File: src/rtl/capture_sequencer_if.sv
// capture_sequencer_if
// AXI-Stream beat channel carried from the capture sequencer to the DMA S2MM input.
//   tdata  : 32-bit beat, two packed 16-bit samples
//   tvalid : beat available (head of the output FIFO)
//   tready : sink accepts the beat
//   tlast  : final beat of the packet
// Modports: master = sequencer side, slave = DMA side.
interface capture_sequencer_if;
    logic [31:0] tdata;
    logic        tvalid;
    logic        tready;
    logic        tlast;

    modport master (output tdata, output tvalid, output tlast, input tready);
    modport slave  (input tdata, input tvalid, input tlast, output tready);
endinterface

File: src/rtl/capture_sequencer.sv
// capture_sequencer
// Turns one software start into one AXI-Stream packet of exactly packet_size bytes.
// The 16-bit samples come from the ADC or from an internal ramp. They are packed in
// pairs into 32-bit beats and queued in a first-word-fall-through FIFO.
// Ports:
//   clk, reset            : clock, synchronous active-high reset
//   start, stop           : one-cycle control pulses
//   test_mode, packet_size: sampled when a start is accepted
//   adc_data, adc_valid   : sample input
//   m_axis                : stream output (master modport)
//   busy                  : capture in progress (state != IDLE)
//   done                  : sticky, packet fully delivered
//   overflow              : sticky, a beat was dropped because the FIFO was full
//   size_err              : sticky, a start was rejected for an illegal size
module capture_sequencer #(
    parameter int FIFO_DEPTH = 16,
    parameter int SIZE_W     = 32
) (
    input  logic                   clk,
    input  logic                   reset,
    input  logic                   start,
    input  logic                   stop,
    input  logic                   test_mode,
    input  logic [SIZE_W-1:0]      packet_size,
    input  logic [15:0]            adc_data,
    input  logic                   adc_valid,
    capture_sequencer_if.master    m_axis,
    output logic                   busy,
    output logic                   done,
    output logic                   overflow,
    output logic                   size_err
);
    localparam int AW = $clog2(FIFO_DEPTH);
    localparam int BW = SIZE_W - 2;

    typedef enum logic [1:0] {S_IDLE, S_CAPTURE, S_TERM, S_DRAIN} state_t;

    state_t          state_q, state_d;
    logic [BW-1:0]   beats_rem_q;
    logic            mode_q;
    logic [15:0]     ramp_q;
    logic            phase_q;
    logic [15:0]     half_q;
    logic            done_q, ovf_q, size_err_q;

    // A completed beat is staged for one cycle before it is written into the
    // FIFO, so it appears on tvalid one edge after the completing sample.
    logic            push_q;
    logic [32:0]     stage_q;              // {tlast, tdata}

    logic [32:0]     mem_q [FIFO_DEPTH];
    logic [AW:0]     wr_ptr_q, rd_ptr_q;

    logic            fifo_empty, pop, has_space, size_ok, start_ok;
    logic            beat_done, last_beat, term_push, drain_end;
    logic [AW:0]     fifo_cnt;
    logic [AW+1:0]   occ;
    logic [15:0]     sample;
    logic [32:0]     head;

    assign fifo_empty = (wr_ptr_q == rd_ptr_q);
    assign fifo_cnt   = wr_ptr_q - rd_ptr_q;
    assign pop        = !fifo_empty && m_axis.tready;
    // Occupancy after this edge, counting the staged beat. A same-cycle pop
    // frees an entry, so a push into a full FIFO that is being drained succeeds.
    assign occ        = (AW+2)'(fifo_cnt) + (AW+2)'(push_q) - (AW+2)'(pop);
    assign has_space  = occ < (AW+2)'(FIFO_DEPTH);

    assign size_ok    = (packet_size != '0) && (packet_size[1:0] == 2'b00);
    assign start_ok   = (state_q == S_IDLE) && start && size_ok;
    assign sample     = mode_q ? ramp_q : adc_data;
    assign beat_done  = (state_q == S_CAPTURE) && adc_valid && phase_q;
    assign last_beat  = beat_done && has_space && (beats_rem_q == BW'(1));
    assign term_push  = (state_q == S_TERM) && has_space;
    // The tlast beat is always the final FIFO entry, so popping it means the FIFO empties.
    assign drain_end  = (state_q == S_DRAIN) && pop && m_axis.tlast;

    // State register
    always_ff @(posedge clk) begin
        if (reset) state_q <= S_IDLE;
        else       state_q <= state_d;
    end

    // Next state
    always_comb begin
        state_d = state_q;
        case (state_q)
            S_IDLE:    if (start_ok) state_d = S_CAPTURE;
            // A last beat completing in the same cycle as stop takes priority.
            S_CAPTURE: if (last_beat) state_d = S_DRAIN;
                       else if (stop) state_d = S_TERM;
            S_TERM:    if (has_space) state_d = S_DRAIN;
            S_DRAIN:   if (drain_end) state_d = S_IDLE;
            default:   state_d = S_IDLE;
        endcase
    end

    // Outputs
    always_comb begin
        busy = (state_q != S_IDLE);
    end

    // Capture datapath, packing and status flags
    always_ff @(posedge clk) begin
        if (reset) begin
            beats_rem_q <= '0;
            mode_q      <= 1'b0;
            ramp_q      <= '0;
            phase_q     <= 1'b0;
            half_q      <= '0;
            done_q      <= 1'b0;
            ovf_q       <= 1'b0;
            size_err_q  <= 1'b0;
            push_q      <= 1'b0;
            stage_q     <= '0;
        end else begin
            push_q <= 1'b0;
            if (start_ok) begin
                beats_rem_q <= packet_size[SIZE_W-1:2];
                mode_q      <= test_mode;
                ramp_q      <= '0;
                phase_q     <= 1'b0;
                done_q      <= 1'b0;
                ovf_q       <= 1'b0;
                size_err_q  <= 1'b0;
            end else if (state_q == S_IDLE && start) begin
                size_err_q  <= 1'b1;
            end

            if (state_q == S_CAPTURE && adc_valid) begin
                ramp_q  <= ramp_q + 16'd1;
                phase_q <= ~phase_q;
                if (!phase_q) begin
                    half_q <= sample;
                end else if (has_space) begin
                    push_q      <= 1'b1;
                    stage_q     <= {beats_rem_q == BW'(1), sample, half_q};
                    beats_rem_q <= beats_rem_q - BW'(1);
                end else begin
                    // Dropped beat: the count is untouched so the packet length stays exact.
                    ovf_q <= 1'b1;
                end
            end

            if (term_push) begin
                push_q  <= 1'b1;
                stage_q <= {1'b1, 16'h0000, phase_q ? half_q : 16'h0000};
            end

            if (drain_end) done_q <= 1'b1;
        end
    end

    // FIFO pointers
    always_ff @(posedge clk) begin
        if (reset) begin
            wr_ptr_q <= '0;
            rd_ptr_q <= '0;
        end else begin
            if (push_q) wr_ptr_q <= wr_ptr_q + 1'b1;
            if (pop)    rd_ptr_q <= rd_ptr_q + 1'b1;
        end
    end

    // FIFO storage. The staged push never overwrites a live entry because
    // has_space already counted it.
    always_ff @(posedge clk) begin
        if (push_q) mem_q[wr_ptr_q[AW-1:0]] <= stage_q;
    end

    assign head          = fifo_empty ? 33'd0 : mem_q[rd_ptr_q[AW-1:0]];
    assign m_axis.tvalid = !fifo_empty;
    assign m_axis.tdata  = head[31:0];
    assign m_axis.tlast  = head[32];

    assign done     = done_q;
    assign overflow = ovf_q;
    assign size_err = size_err_q;
endmodule
File: src/flat_wrapper.sv
// flat-port wrapper written by rule: the top's interface ports become plain ports
module capture_sequencer_flat 
#(
    parameter int FIFO_DEPTH = 16,
    parameter int SIZE_W     = 32
)
  (clk, reset, start, stop, test_mode, packet_size, adc_data, adc_valid, busy, done, overflow, size_err, m_axis_tdata, m_axis_tvalid, m_axis_tlast, m_axis_tready);
  capture_sequencer_if m_axis_i ();
  input  logic clk;
  input  logic reset;
  input  logic start;
  input  logic stop;
  input  logic test_mode;
  input  logic [SIZE_W-1:0] packet_size;
  input  logic [15:0] adc_data;
  input  logic adc_valid;
  output logic busy;
  output logic done;
  output logic overflow;
  output logic size_err;
  output wire logic [$bits(m_axis_i.tdata)-1:0] m_axis_tdata;
  output wire logic [$bits(m_axis_i.tvalid)-1:0] m_axis_tvalid;
  output wire logic [$bits(m_axis_i.tlast)-1:0] m_axis_tlast;
  input wire logic [$bits(m_axis_i.tready)-1:0] m_axis_tready;
  assign m_axis_tdata = m_axis_i.tdata;
  assign m_axis_tvalid = m_axis_i.tvalid;
  assign m_axis_tlast = m_axis_i.tlast;
  assign m_axis_i.tready = m_axis_tready;
  capture_sequencer #(.FIFO_DEPTH(FIFO_DEPTH), .SIZE_W(SIZE_W)) u_core (.clk(clk), .reset(reset), .start(start), .stop(stop), .test_mode(test_mode), .packet_size(packet_size), .adc_data(adc_data), .adc_valid(adc_valid), .m_axis(m_axis_i), .busy(busy), .done(done), .overflow(overflow), .size_err(size_err));
endmodule
File: config.mk
export PLATFORM = sky130hd
export DESIGN_NAME = capture_sequencer_flat
export DESIGN_NICKNAME = d
export VERILOG_FILES = /design/src/rtl/capture_sequencer_if.sv /design/src/rtl/capture_sequencer.sv /design/src/flat_wrapper.sv
export SDC_FILE = /design/constraint.sdc
export NUM_CORES = 1
export LEC_CHECK = 0
export CORE_UTILIZATION = 30
export DETAILED_ROUTE_END_ITERATION = 10
export GPL_ROUTABILITY_DRIVEN = 0
export PLACE_DENSITY = 0.48
export SYNTH_ARGS = -nofsm -noshare
export SYNTH_HDL_FRONTEND = slang
export SYNTH_SLANG_ARGS = --single-unit
export TNS_END_PERCENT = 30
File: constraint.sdc
create_clock -name clk -period 4.75 [get_ports clk]
set_input_delay 0.95 -clock clk [delete_from_list [all_inputs] [get_ports clk]]
set_output_delay 0.95 -clock clk [all_outputs]
set_load 0.05 [all_outputs]
==> metrics.log <==
[metrics] run status: finished, final reports clean
[metrics] Clock power frac: a little over 40%
[metrics] number of enable flip-flop cells after synthesis: 528
[metrics] sequential-to-total area share from yosys stat: 70.3%
[metrics] number of nets in the finished design: 1663
[metrics] floorplan core area: 85300 um2
[metrics] worst hold path depth: 2
[metrics] # DRC: 0
[metrics] endpoints failing setup: 0
[metrics] CTS tree: yes
[metrics] post-route clock period utilization: 94.4%
[metrics] Internal: 10.0 mW
[metrics] Worst path most repeated cell: sky130_fd_sc_hd__mux4_2
[metrics] max-cap violations: 0
[metrics] number of optimization iterations in the first detailed-route pass: 5
[metrics] Max-slew headroom: 28.8%
[metrics] layout cells sized above 1: approximately 21%
[metrics] number of antenna violations at the first check in global routing: 12
[metrics] Die ar.: 87500 um2
[metrics] number of hold violations in the final report: 0
[metrics] Max Fclk: 0.223 GHz
[metrics] worst slack after detailed placement: 0.413 ns
[metrics] via density per instance: 5.00
[metrics] element type at the critical path end: primary output
[metrics] Post-Syn Area per Cell: 17.6 um2
[metrics] setup slack after layout: 0.264 ns
[metrics] highest fanout seen on the critical path: 21
[metrics] number of rows created at floorplan: 107
[metrics] setup repair after global routing missed its margin: false
[metrics] met3 demand-to-capacity share in global routing: 3.19%
[metrics] estimated wirelength of the detail-placed design: 37500 um
[metrics] starting density of the core: 30.4%
[metrics] number of I/O pins: 93
[metrics] Max Slew Vio Count: 0
[metrics] Worst Setup Path Type: flop to primary output
[metrics] most common library cell in the layout ignoring fill and taps: sky130_fd_sc_hd__edfxtp_1
[metrics] average wire per standard cell: 23.9 um
[metrics] layout overhead on the synthesized area: 18.2%
[metrics] number of cells on the worst reg-to-reg path: 16
[metrics] highest cell delay on the worst timing path: 0.70 ns
[metrics] post-detailed-route count of antenna-violating nets: 0
[metrics] Comb pwr share: 12.2%
[metrics] clock insertion delay at the later pin of the skew report: about 0.61 ns
[metrics] Post-CTS Resized: 0
[metrics] leakage power total: 9.30 nW
[metrics] buffers from clock root to sink, at most: 3
[metrics] flip-flop cell with the highest count after synthesis: sky130_fd_sc_hd__edfxtp_1
[metrics] via count of the first global-routing pass: 14545
[metrics] Netlist cell types: 72
[metrics] CTS H-tree lvls: 3
[metrics] global routing usage summed across all routing layers: around 15%
[metrics] wire length of the first global-routing pass: 97600 um
[metrics] required time reported for the critical path endpoint: ~3.8 ns
[metrics] Crit-path slowest cell: sky130_fd_sc_hd__clkdlybuf4s50_1
[metrics] Clock Sink Count: about 650
[metrics] count of input and output buffers: 92
[metrics] net switching fraction of the power: roughly a quarter
[metrics] clock tree root buffer cell: sky130_fd_sc_hd__clkbuf_16
[metrics] pin count of the biggest net entering global routing: between 70 and 80
[metrics] post-synthesis async set-or-reset flop share: 0%
[metrics] DRT iter0 DRCs: 937
[metrics] count of yosys warnings during synthesis: 0
[metrics] Clock transition at path regs: 0.06 ns
[metrics] data arrival time at the worst-slack endpoint: 3.54 ns
[metrics] Max IR drop VDD: 218 uV
[metrics] top library cells by usage in the layout, fill and taps aside: sky130_fd_sc_hd__edfxtp_1, sky130_fd_sc_hd__mux4_2, sky130_fd_sc_hd__dfxtp_1, sky130_fd_sc_hd__nor2_1, sky130_fd_sc_hd__clkdlybuf4s50_1
[metrics] number of hold buffers added after cts: 0
[metrics] synthesized cell area: about 26000 um2
[metrics] path type of the worst min-delay path: flop to flop
[metrics] GR met2 Demand/Resource: 25.4%
[metrics] gr busiest metal: met2
[metrics] met1 usage in global routing: 20.7%
[metrics] category of the worst setup path launch point: flop
[metrics] Detailed Route WL: 66500 um
[metrics] sum of overflow across all layers after global routing: 0
[metrics] final clock skew: 0.0209 ns
[metrics] Power Dens Cells: 435 nW/um2
[metrics] die height: 296 um
[metrics] power dissipated by switching net loads: 3.30 mW
[metrics] clock period minus final worst setup slack: 4.49 ns
[metrics] slew at the pin closest to its max-slew limit: 1.07 ns
[metrics] Post-Synthesis Net Count: ~1500
[metrics] synthesis-stage register bit count: 645
[metrics] part of the total power dissipated in sequential elements: a little under half
[metrics] Chip Width: 296 um
[metrics] total via count in the routed design: around 14000
[metrics] number of instances in the synthesized netlist: 1468
[metrics] number of buffers inserted during clock tree synthesis: 71
[metrics] worst hold slack across all endpoints: 0.461 ns
[metrics] TNS Setup: 0 ns
[metrics] sequence of cells on the critical path: buf_12 -> mux4_2 -> mux4_2 -> and2_1 -> clkdlybuf4s50_1
[metrics] Post-CTS Setup Bufs: 0
-- critical path, delay by kind of cell, from the launching register on --
family                 cells  cell delay, ns
buffers and inverters      2            0.98
DFF                        1            0.67
muxes                      2            1.06
and+or+nand+nor            1            0.18
-- per-stage QoR --
step                power, mW  utilization, %  cell area [um2]  cells
global placement         8.05            33.2            28300   2657
floorplan                7.51               -            25900   1468
global route             13.8            35.9            30600   2784
CTS                      13.5            35.9            30600   2783
finish                   13.3            35.9            30600   2784
detailed placement       8.08            33.2            28300   2657
-- power by group through the flow --
stage	logic [mW]	clock network (mW)	registers (mW)
finish	1.62	5.40	6.30
global route	1.75	5.74	6.32
CTS	1.65	5.52	6.31
detailed placement	1.65	0	6.43
global placement	1.64	0	6.42
floorplan	1.14	0	6.37
-- synthesized netlist by cell type (10+ instances only) --
cell / n / share of area, %
sky130_fd_sc_hd__buf_2: 12 / 0.23
sky130_fd_sc_hd__nand2_1: 53 / 0.77
sky130_fd_sc_hd__edfxtp_1: 528 / 61
sky130_fd_sc_hd__a21oi_1: 30 / 0.58
sky130_fd_sc_hd__a31oi_1: 12 / 0.29
sky130_fd_sc_hd__ha_1: 21 / 1.0
sky130_fd_sc_hd__mux2i_1: 38 / 1.5
sky130_fd_sc_hd__mux4_2: 164 / 14
sky130_fd_sc_hd__buf_1: 21 / 0.30
sky130_fd_sc_hd__inv_1: 23 / 0.33
sky130_fd_sc_hd__clkbuf_1: 44 / 0.64
sky130_fd_sc_hd__nor3_1: 19 / 0.37
sky130_fd_sc_hd__dfxtp_1: 117 / 9.0
sky130_fd_sc_hd__nand3_1: 24 / 0.46
sky130_fd_sc_hd__nor4_1: 10 / 0.24
sky130_fd_sc_hd__or3_1: 15 / 0.36
sky130_fd_sc_hd__nor2_1: 105 / 1.5
sky130_fd_sc_hd__and2_1: 51 / 1.2
sky130_fd_sc_hd__a211oi_1: 39 / 1.1
-- path summary, 6_finish.rpt --
kind / startpoint / to / slack, ns
max: flop / m_axis_tdata[18] / 0.26
min: u_core.beats_rem_q[8] / u_core.beats_rem_q[8] / 0.46
max reg2reg: u_core.wr_ptr_q[0] / u_core.stage_q[22] / 0.49
min reg2reg: u_core.beats_rem_q[8] / u_core.beats_rem_q[8] / 0.46
-- flip-flops by register name, summed over array words and instances, names as in the netlist, named ones only --
register / flops
u_core.mem_q: 528
u_core.rd_ptr_q: 5
u_core.done: 1
u_core.wr_ptr_q: 5
u_core.phase_q: 1
u_core.push_q: 1
u_core.state_q: 2
u_core.half_q: 16
u_core.mode_q: 1
u_core.overflow: 1
u_core.stage_q: 33
u_core.ramp_q: 16
u_core.size_err: 1
u_core.beats_rem_q: 30
-- cell families after synthesis --
group / Yosys count / synth area share (%)
AND/OR/NAND/NOR: 326 / 6.38
AO/OA/AOI/OAI: 152 / 4.22
flip-flops: 645 / 70.3
multiplexers: 205 / 15.9
adder cells (fa/ha/maj): 22 / 1.09
buffers and inverters: 103 / 1.58
XOR/XNOR: 15 / 0.536
-- final cells by class --
class	count	area [um2]
clock buffer	101	2010
sequential	645	18200
antenna	1	2.50
tap	1144	1430
fill	8027	54700
timing repair buffer	124	1270
clock inverter	25	268
inverter	24	90.1
multi-input combinational	720	7340
-- routing by layer --
| layer | vias up | part of all wire, % | routed length [um] |
|---|---|---|---|
| met4 | 20 | 2.1 | 1430 |
| met3 | 113 | 4.8 | 3160 |
| met1 | 7292 | 45 | 29600 |
| met5 | - | 0.20 | 132 |
| met2 | 338 | 48 | 32200 |
| li1 | 6150 | - | - |
Power figures use the tool's default switching activity.
